<file path="src/rtl/fib_seq_engine.sv">
// ---------------------------------------------------------------------------
// fib_seq_engine
//
// Iterative Fibonacci-style sequence engine. A start request in IDLE latches
// an iteration count n and a seed pair (a, b). Each RUN cycle then performs
// (n, a, b) <= (n-1, b, f(a+b)). When n reaches zero, the final a is published
// on result with a one-cycle w_enable pulse. The addition either wraps modulo
// 2^DATA_W or saturates to all-ones. A sticky overflow flag records any carry
// out of any addition made during the job.
//
// Ports
//   clk       : rising-edge clock
//   rst_n     : asynchronous active-low reset
//   r_enable  : start request, sampled only in IDLE
//   init_n    : iteration count (unsigned), latched on start
//   init_a    : seed a, latched on start
//   init_b    : seed b, latched on start
//   sat_en    : 0 = wrap arithmetic, 1 = saturating arithmetic, latched on start
//   busy      : high whenever the engine is not IDLE
//   w_enable  : one-cycle result-valid pulse
//   result    : final a, held until the next w_enable pulse
//   overflow  : sticky carry flag of the job, valid with w_enable, held
// ---------------------------------------------------------------------------
module fib_seq_engine #(
    parameter int DATA_W = 32,
    parameter int N_W    = 6
) (
    input  logic              clk,
    input  logic              rst_n,
    input  logic              r_enable,
    input  logic [N_W-1:0]    init_n,
    input  logic [DATA_W-1:0] init_a,
    input  logic [DATA_W-1:0] init_b,
    input  logic              sat_en,
    output logic              busy,
    output logic              w_enable,
    output logic [DATA_W-1:0] result,
    output logic              overflow
);

    typedef enum logic [1:0] {
        ST_IDLE = 2'd0,
        ST_RUN  = 2'd1,
        ST_DONE = 2'd2
    } state_t;

    // One sequence step: returns {carry, f(a+b)}. The sum is formed one bit
    // wider than the operands so the carry is never lost.
    function automatic logic [DATA_W:0] fib_step(
        input logic [DATA_W-1:0] a_v,
        input logic [DATA_W-1:0] b_v,
        input logic              sat_v
    );
        logic [DATA_W:0]   sum_v;
        logic [DATA_W-1:0] f_v;
        sum_v = {1'b0, a_v} + {1'b0, b_v};
        if (sat_v && sum_v[DATA_W]) begin
            f_v = {DATA_W{1'b1}};
        end else begin
            f_v = sum_v[DATA_W-1:0];
        end
        return {sum_v[DATA_W], f_v};
    endfunction

    state_t            state_r,    state_next_s;
    logic [N_W-1:0]    n_r,        n_next_s;
    logic [DATA_W-1:0] a_r,        a_next_s;
    logic [DATA_W-1:0] b_r,        b_next_s;
    logic              sat_r,      sat_next_s;
    logic              flag_r,     flag_next_s;
    logic [DATA_W-1:0] result_r,   result_next_s;
    logic              overflow_r, overflow_next_s;
    logic              wen_r,      wen_next_s;
    logic              busy_r,     busy_next_s;
    logic [DATA_W:0]   step_s;

    // Next-state and datapath update for IDLE/RUN/DONE sequencing.
    always_comb begin
        state_next_s    = state_r;
        n_next_s        = n_r;
        a_next_s        = a_r;
        b_next_s        = b_r;
        sat_next_s      = sat_r;
        flag_next_s     = flag_r;
        result_next_s   = result_r;
        overflow_next_s = overflow_r;
        wen_next_s      = 1'b0;
        step_s          = fib_step(a_r, b_r, sat_r);

        case (state_r)
            ST_IDLE: begin
                if (r_enable) begin
                    n_next_s     = init_n;
                    a_next_s     = init_a;
                    b_next_s     = init_b;
                    sat_next_s   = sat_en;
                    flag_next_s  = 1'b0;
                    state_next_s = ST_RUN;
                end else begin
                    state_next_s = ST_IDLE;
                end
            end
            ST_RUN: begin
                if (n_r != {N_W{1'b0}}) begin
                    // Counter only decrements while non-zero, so the maximum
                    // count cannot wrap.
                    n_next_s    = n_r - N_W'(1);
                    a_next_s    = b_r;
                    b_next_s    = step_s[DATA_W-1:0];
                    flag_next_s = flag_r | step_s[DATA_W];
                end else begin
                    result_next_s   = a_r;
                    overflow_next_s = flag_r;
                    wen_next_s      = 1'b1;
                    state_next_s    = ST_DONE;
                end
            end
            ST_DONE: begin
                // No start is taken here; the next IDLE edge may accept one.
                state_next_s = ST_IDLE;
            end
            default: begin
                state_next_s = ST_IDLE;
            end
        endcase

        busy_next_s = (state_next_s != ST_IDLE);
    end

    // State, datapath and registered output update with async reset.
    always_ff @(posedge clk or negedge rst_n) begin
        if (!rst_n) begin
            state_r    <= ST_IDLE;
            n_r        <= {N_W{1'b0}};
            a_r        <= {DATA_W{1'b0}};
            b_r        <= {DATA_W{1'b0}};
            sat_r      <= 1'b0;
            flag_r     <= 1'b0;
            result_r   <= {DATA_W{1'b0}};
            overflow_r <= 1'b0;
            wen_r      <= 1'b0;
            busy_r     <= 1'b0;
        end else begin
            state_r    <= state_next_s;
            n_r        <= n_next_s;
            a_r        <= a_next_s;
            b_r        <= b_next_s;
            sat_r      <= sat_next_s;
            flag_r     <= flag_next_s;
            result_r   <= result_next_s;
            overflow_r <= overflow_next_s;
            wen_r      <= wen_next_s;
            busy_r     <= busy_next_s;
        end
    end

    assign busy     = busy_r;
    assign w_enable = wen_r;
    assign result   = result_r;
    assign overflow = overflow_r;

endmodule

</file>
<file path="config.mk">
export PLATFORM = sky130hd
export DESIGN_NAME = fib_seq_engine
export DESIGN_NICKNAME = d
export VERILOG_FILES = /design/src/rtl/fib_seq_engine.sv
export SDC_FILE = /design/constraint.sdc
export NUM_CORES = 1
export LEC_CHECK = 0
export ABC_AREA = 1
export CORE_MARGIN = 1.5
export CORE_UTILIZATION = 30
export CTS_CLUSTER_DIAMETER = 40
export DETAILED_ROUTE_END_ITERATION = 6
export SYNTH_ARGS = -nofsm -noshare
export SYNTH_HDL_FRONTEND = slang
export SYNTH_SLANG_ARGS = --single-unit
</file>
<file path="constraint.sdc">
create_clock -name clk -period 5 [get_ports clk]
set_input_delay 0.5 -clock clk [delete_from_list [all_inputs] [get_ports clk]]
set_output_delay 0.5 -clock clk [all_outputs]
set_load 0.05 [all_outputs]
</file>
======== Word level (Yosys, flattened, before mapping) ========
Index checks and enable logic that the tools add are counted.
storage, ports and cells
  register bits after elaboration ......... 109
  bits of input ports ..................... 74
  output and inout port bits .............. 35
  word-level logic and storage cells ...... 43
cells by class
  $add $sub $neg .......................... 2
  equality and inequality tests ........... 3
  multiplexer cells ....................... 18
  bitwise operators ....................... 2
  reduce and logical (&&, ||, !) cells .... 8
operators with widths
  kind                                                                 count
  32-bit two-way mux                                                   5
  32-bit case mux with 2 select lines                                  2
  32-bit by 32-bit adder with 33-bit output                            1
  6-bit two-way mux                                                    2
  6-bit case mux with 2 select lines                                   1
  6-bit nonzero test                                                   1
  6-bit by 1-bit subtractor with 6-bit output (second input constant)  1
  1-bit two-way mux                                                    5
  2-bit != test (second input constant)                                2
  2-bit case mux with 2 select lines                                   1
  2-bit AND reduction                                                  2
  2-bit nonzero test                                                   2
  3-bit AND reduction                                                  1
  2-bit by 1-bit == test with 1-bit output (second input constant)     1
  2-bit logical NOT                                                    1
  2-bit two-way mux                                                    1
  1-bit case mux with 2 select lines                                   1
  1-bit logical AND                                                    1
  1-bit inverter                                                       1
  1-bit bitwise OR                                                     1

======== Logic depth before layout (Yosys ltp) ========
  word-level depth ........................ 5
  depth in mapped cells ................... 15
  mapped depth without buffers ............ 15

======== Worst setup path after synthesis ========
No wires, ideal clock.
  path type ............................... reg2reg
  from .................................... reg a_r[0]
  to ...................................... reg b_r[19]
  setup time .............................. 116 ps
  arrival ................................. 2,014 ps
  required time ........................... 4,884 ps
  path slack .............................. 2,869 ps
  cell stages (with the launch flop) ...... 16
  path buffers ............................ 1
  period minus slack after synthesis ...... 2,131 ps
  cells stage by stage .................... dfrtp_1 ha_1 fa_1 nand2_1 nand2_1 nand3_2 nand2_4 nand2_2 nand2_2 nand2_2 nand2_4 a21oi_4 buf_8 nand2_2 nand2_1 nand2_1
between the ends
  word-level cells in the longest chain between the ends .. 5
ends and longest elaborated chain
  what                                         RTL line  source
  start, declared                              67        logic [DATA_W-1:0] a_r, a_next_s;
  start signal, assigned                       135       a_r <= {DATA_W{1'b0}};
  start signal, assigned                       146       a_r <= a_next_s;
  32-bit by 32-bit adder with 33-bit output *  56        sum_v = {1'b0, a_v} + {1'b0, b_v};
  1-bit logical AND                            57        if (sat_v && sum_v[DATA_W]) begin
  32-bit two-way mux *                         57
  32-bit two-way mux *                         104       if (n_r != {N_W{1'b0}}) begin
  32-bit case mux with 2 select lines *        90        case (state_r)
  end signal, assigned                         136       b_r <= {DATA_W{1'b0}};
  end signal, assigned                         147       b_r <= b_next_s;
  end, declared                                68        logic [DATA_W-1:0] b_r, b_next_s;
Every way passes the cells marked *; elsewhere a longest branch is shown, timed or not. The select of a mux whose other input is x is not followed.
A chain may end at the register's enable or synchronous reset.

======== Final worst setup path ========
  from .................................... reg n_r[0]
  to ...................................... reg b_r[15]
between the ends
  word-level cells in the longest chain between the ends .. 3
ends and longest elaborated chain
  what                                  RTL line  source
  start, declared                       66        logic [N_W-1:0] n_r, n_next_s;
  start signal, assigned                134       n_r <= {N_W{1'b0}};
  start signal, assigned                145       n_r <= n_next_s;
  6-bit nonzero test                    104
  2-bit != test (no source line)        n/a
  3-bit AND reduction (no source line)  n/a
No other way between the ends.

==> flow_metrics.py <==
metrics = {
    "setup_path": {
        "worst_setup_path_end_kind": "register",
        "worstPathCellList": "inv_1 > ha_1 > nand2_1 > nor2_1 > nand3_1 > nand2_1 > nand2_2 > inv_2 > nor2_1 > o21ai_2 > nand2_1",
        "worst_ep_required_time_ns": 5.24,
        "r2r_end": "b_r[15]$_DFFE_PN0P_",
        "worst_r2r_startpoint": "n_r[0]$_DFFE_PN0P_",
        "worst_path_most_repeated_cell": "sky130_fd_sc_hd__nand2_1",
        "path_buf_inv": 2,
        "critical_path_arrival_ns": 3.20,
        "worst-path-max-fanout": 67,
        "reg2reg_path_depth": 11,
        "register_to_register_setup_slack_ns": 2.04,
        "crit_path_start_kind": "register",
        "cp_num_cells": 11,
        "worstSetupEndpoint": "b_r[15]$_DFFE_PN0P_",
        "critical_path.slowest_cell": "sky130_fd_sc_hd__inv_2",
        "path_delay_family": "simple AND/OR/NAND/NOR gates",
        "critPathKind": "register to register",
        "slowest_delay_ns": 0.95,
        "startpoint": "n_r[0]$_DFFE_PN0P_",
    },
    "clock_network": {
        "clock_latency_ns": 0.36,
        "clock_sinks": 109,
        "cts.htree.levels": 3,
        "worst_setup_hold_path_clk_slew_ns": 0.07,
        "clock_tree.root_cell": "sky130_fd_sc_hd__clkbuf_16",
        "cts-buffers-inserted": 9,
        "cts_tree": "built",
        "cts_post_setup_buffers_inserted": 0,
        "post_cts_resized": 0,
        "cts.hold.buffers_added": 0,
        "max-clock-path-buffers": 2,
    },
    "synthesis": {
        "dominantRegCellSynth": "sky130_fd_sc_hd__dfrtp_1",
        "asyncSetResetFlopFracSynth": 1.00,
        "synth.ff_latch_count": 109,
        "ys_seq_area_frac": 0.368,
        "post-synth-top-area-fraction": 0.368,
        "synth.distinct_cells": 42,
        "synth_top_cell_by_area": "sky130_fd_sc_hd__dfrtp_1",
        "synth.net_count": 1144,
        "synth-warning-count": 0,
        "synth-edff-count": 0,
        "synth.cell_area_um2": 7410,
        "syn_avg_cell_area_um2": 7.15,
        "synthCells": 1036,
        "post_synth_main_area_contributors": "sky130_fd_sc_hd__dfrtp_1, sky130_fd_sc_hd__nand2_1, sky130_fd_sc_hd__nor2_1, sky130_fd_sc_hd__ha_1, sky130_fd_sc_hd__inv_1",
    },
    "run": {
        "maxCapViolations": 0,
    },
    "timing": {
        "fin_ws_ns": 2.04,
        "max_slew_margin": 0.257,
        "timing.final.hold_violations": 0,
        "worst_clock_skew_ns": 0.00665,
        "unrepaired_setup_endpoints_after_global_routing": "no",
        "final_min_period_over_clock_period": 0.592,
        "setup_violations": 0,
        "worst_hold_slack_ns": 0.257,
        "finalWorstPathRequiredPeriod_ns": 2.96,
        "report.final.slew_viol_count": 0,
        "worstMarginPinSlew_ns": 1.11,
        "fin_setup_tns_ns": 0,
        "timing.fmax_mhz": 338,
    },
    "global_routing": {
        "first_global_vias": 6430,
        "grt_pass1_wl_um": 32600,
        "grt_util_all_layers": 0.159,
        "antenna_found_initial": 0,
        "grt.overflow.total": 0,
        "grt_start_max_net_pins": 70,
    },
    "drt": {
        "drt_pass1_iterations": 5,
        "routedWlPerCell_um": 13.3,
        "drt.antenna.violating_nets": 0,
        "routed_via_density": 4.48,
        "wl_um": 19400,
        "remaining_drc_errors": 0,
        "drt_iter0_drc": 270,
        "routed-via-count": 6525,
    },
    "floorplanning": {
        "floorplan.die.width_um": 160,
        "start_util": 0.306,
        "design.die.area_um2": 25600,
        "placeableCoreArea_um2": 24200,
        "rows": 57,
        "floorplan.io_pins": 109,
        "die_h_um": 160,
    },
    "final_layout": {
        "finish.net_count": 1236,
        "number_of_standard_cells_in_the_final_layout_excluding_fillers": 1457,
        "relative_area_change_from_synthesis_to_final_layout_pct": 21.5,
        "layout-drive-gt1-share": 0.0900,
        "n_antenna_cell": 0,
        "most_used_cells_in_the_layout_excluding_fill_and_tap_cells": "sky130_fd_sc_hd__nand2_1, sky130_fd_sc_hd__nor2_1, sky130_fd_sc_hd__dfrtp_1",
        "fillerInstances": 2611,
        "layout_commonest_cell": "sky130_fd_sc_hd__nand2_1",
    },
    "placed_design": {
        "dp_slack_ns": 1.92,
        "dp_cells": 1441,
        "post-dp-hpwl_um": 14900,
        "routabilityCongestion": 0.896,
        "buffer_ports.inserted": 108,
    },
    "outcome": {
        "status": "completed",
    },
    "min_path": {
        "timing.hold.worst.class": "input pin to asynchronous set/reset pin",
    },
}
per-layer routing:
metal | vias to the layer above | global-route usage | wire length (µm)
li1 | 3432 | - | -
met1 | 2967 | 0.216 | 9660
met2 | 114 | 0.261 | 8710
met3 | 12 | 0.0255 | 792
met4 | 0 | 0.0395 | 197
met5 | - | 0 | 0
logic make-up (layout without fill, tap and decap cells):
group | after synthesis | in the layout | synth area share
buffers and inverters | 147 | 244 | 0.0873
multiplexers | 33 | 33 | 0.0502
flip-flops | 109 | 109 | 0.368
AND/OR/NAND/NOR | 605 | 605 | 0.336
adder cells (fa/ha/maj) | 34 | 34 | 0.0584
AO/OA/AOI/OAI | 93 | 93 | 0.0822
XOR/XNOR | 15 | 15 | 0.0177
cell usage after synthesis (3+ instances only):
master / instances
sky130_fd_sc_hd__nand2_1: 383
sky130_fd_sc_hd__nor2_1: 144
sky130_fd_sc_hd__dfrtp_1: 109
sky130_fd_sc_hd__inv_1: 105
sky130_fd_sc_hd__ha_1: 33
sky130_fd_sc_hd__a31oi_1: 32
sky130_fd_sc_hd__mux2_2: 28
sky130_fd_sc_hd__nand3_1: 24
sky130_fd_sc_hd__a21oi_1: 21
sky130_fd_sc_hd__nand2_2: 19
sky130_fd_sc_hd__o21ai_0: 18
sky130_fd_sc_hd__xor2_1: 14
sky130_fd_sc_hd__inv_2: 11
sky130_fd_sc_hd__clkbuf_1: 10
sky130_fd_sc_hd__o21ai_2: 10
sky130_fd_sc_hd__nand3b_1: 9
sky130_fd_sc_hd__buf_2: 8
sky130_fd_sc_hd__nand4_1: 7
sky130_fd_sc_hd__buf_4: 5
sky130_fd_sc_hd__mux2_1: 5
sky130_fd_sc_hd__a21oi_4: 4
sky130_fd_sc_hd__and2_1: 4
sky130_fd_sc_hd__nand2_4: 3
sky130_fd_sc_hd__nor3_1: 3
sky130_fd_sc_hd__o21bai_1: 3
sequential cells by signal, indices dropped and copies added (netlist names):
register / count
a_r: 32
b_r: 32
busy: 1
flag_r: 1
n_r: 6
overflow: 1
result: 32
sat_r: 1
state_r: 2
w_enable: 1
area by class of cell:
cell class | instances | area (µm²) | area share
Sequential cell | 109 | 2730 | 0.303
Timing Repair Buffer | 112 | 1110 | 0.123
Clock buffer | 13 | 260 | 0.0289
Inverter | 116 | 435 | 0.0484
Clock inverter | 3 | 20.0 | 0.00222
Tap cell | 324 | 405 | 0.0451
Multi-Input combinational cell | 780 | 4040 | 0.449
per-stage QoR:
stage / instance area (µm²) / utilization
after floorplan: 7410 / -
after CTS: 9000 / 0.371
after global routing: 9000 / 0.371
after global placement: 8720 / 0.360
after detailed placement: 8720 / 0.360
final: 9000 / 0.371
how the worst min path moves through the flow:
| stage | start | end | slack [ns] |
|---|---|---|---|
| after floorplan | rst_n | a_r[0]$_DFFE_PN0P_ | 0.20 |
| after global placement | result[8]$_DFFE_PN0P_ | result[8]$_DFFE_PN0P_ | 0.47 |
| after detailed placement | result[5]$_DFFE_PN0P_ | result[5]$_DFFE_PN0P_ | 0.47 |
| after CTS | rst_n | result[6]$_DFFE_PN0P_ | 0.29 |
| after global routing | rst_n | result[6]$_DFFE_PN0P_ | 0.34 |
| final | rst_n | result[6]$_DFFE_PN0P_ | 0.26 |
Power is not shown: default switching activity piles up to over one toggle a cycle in this logic, so the estimate is an artifact.
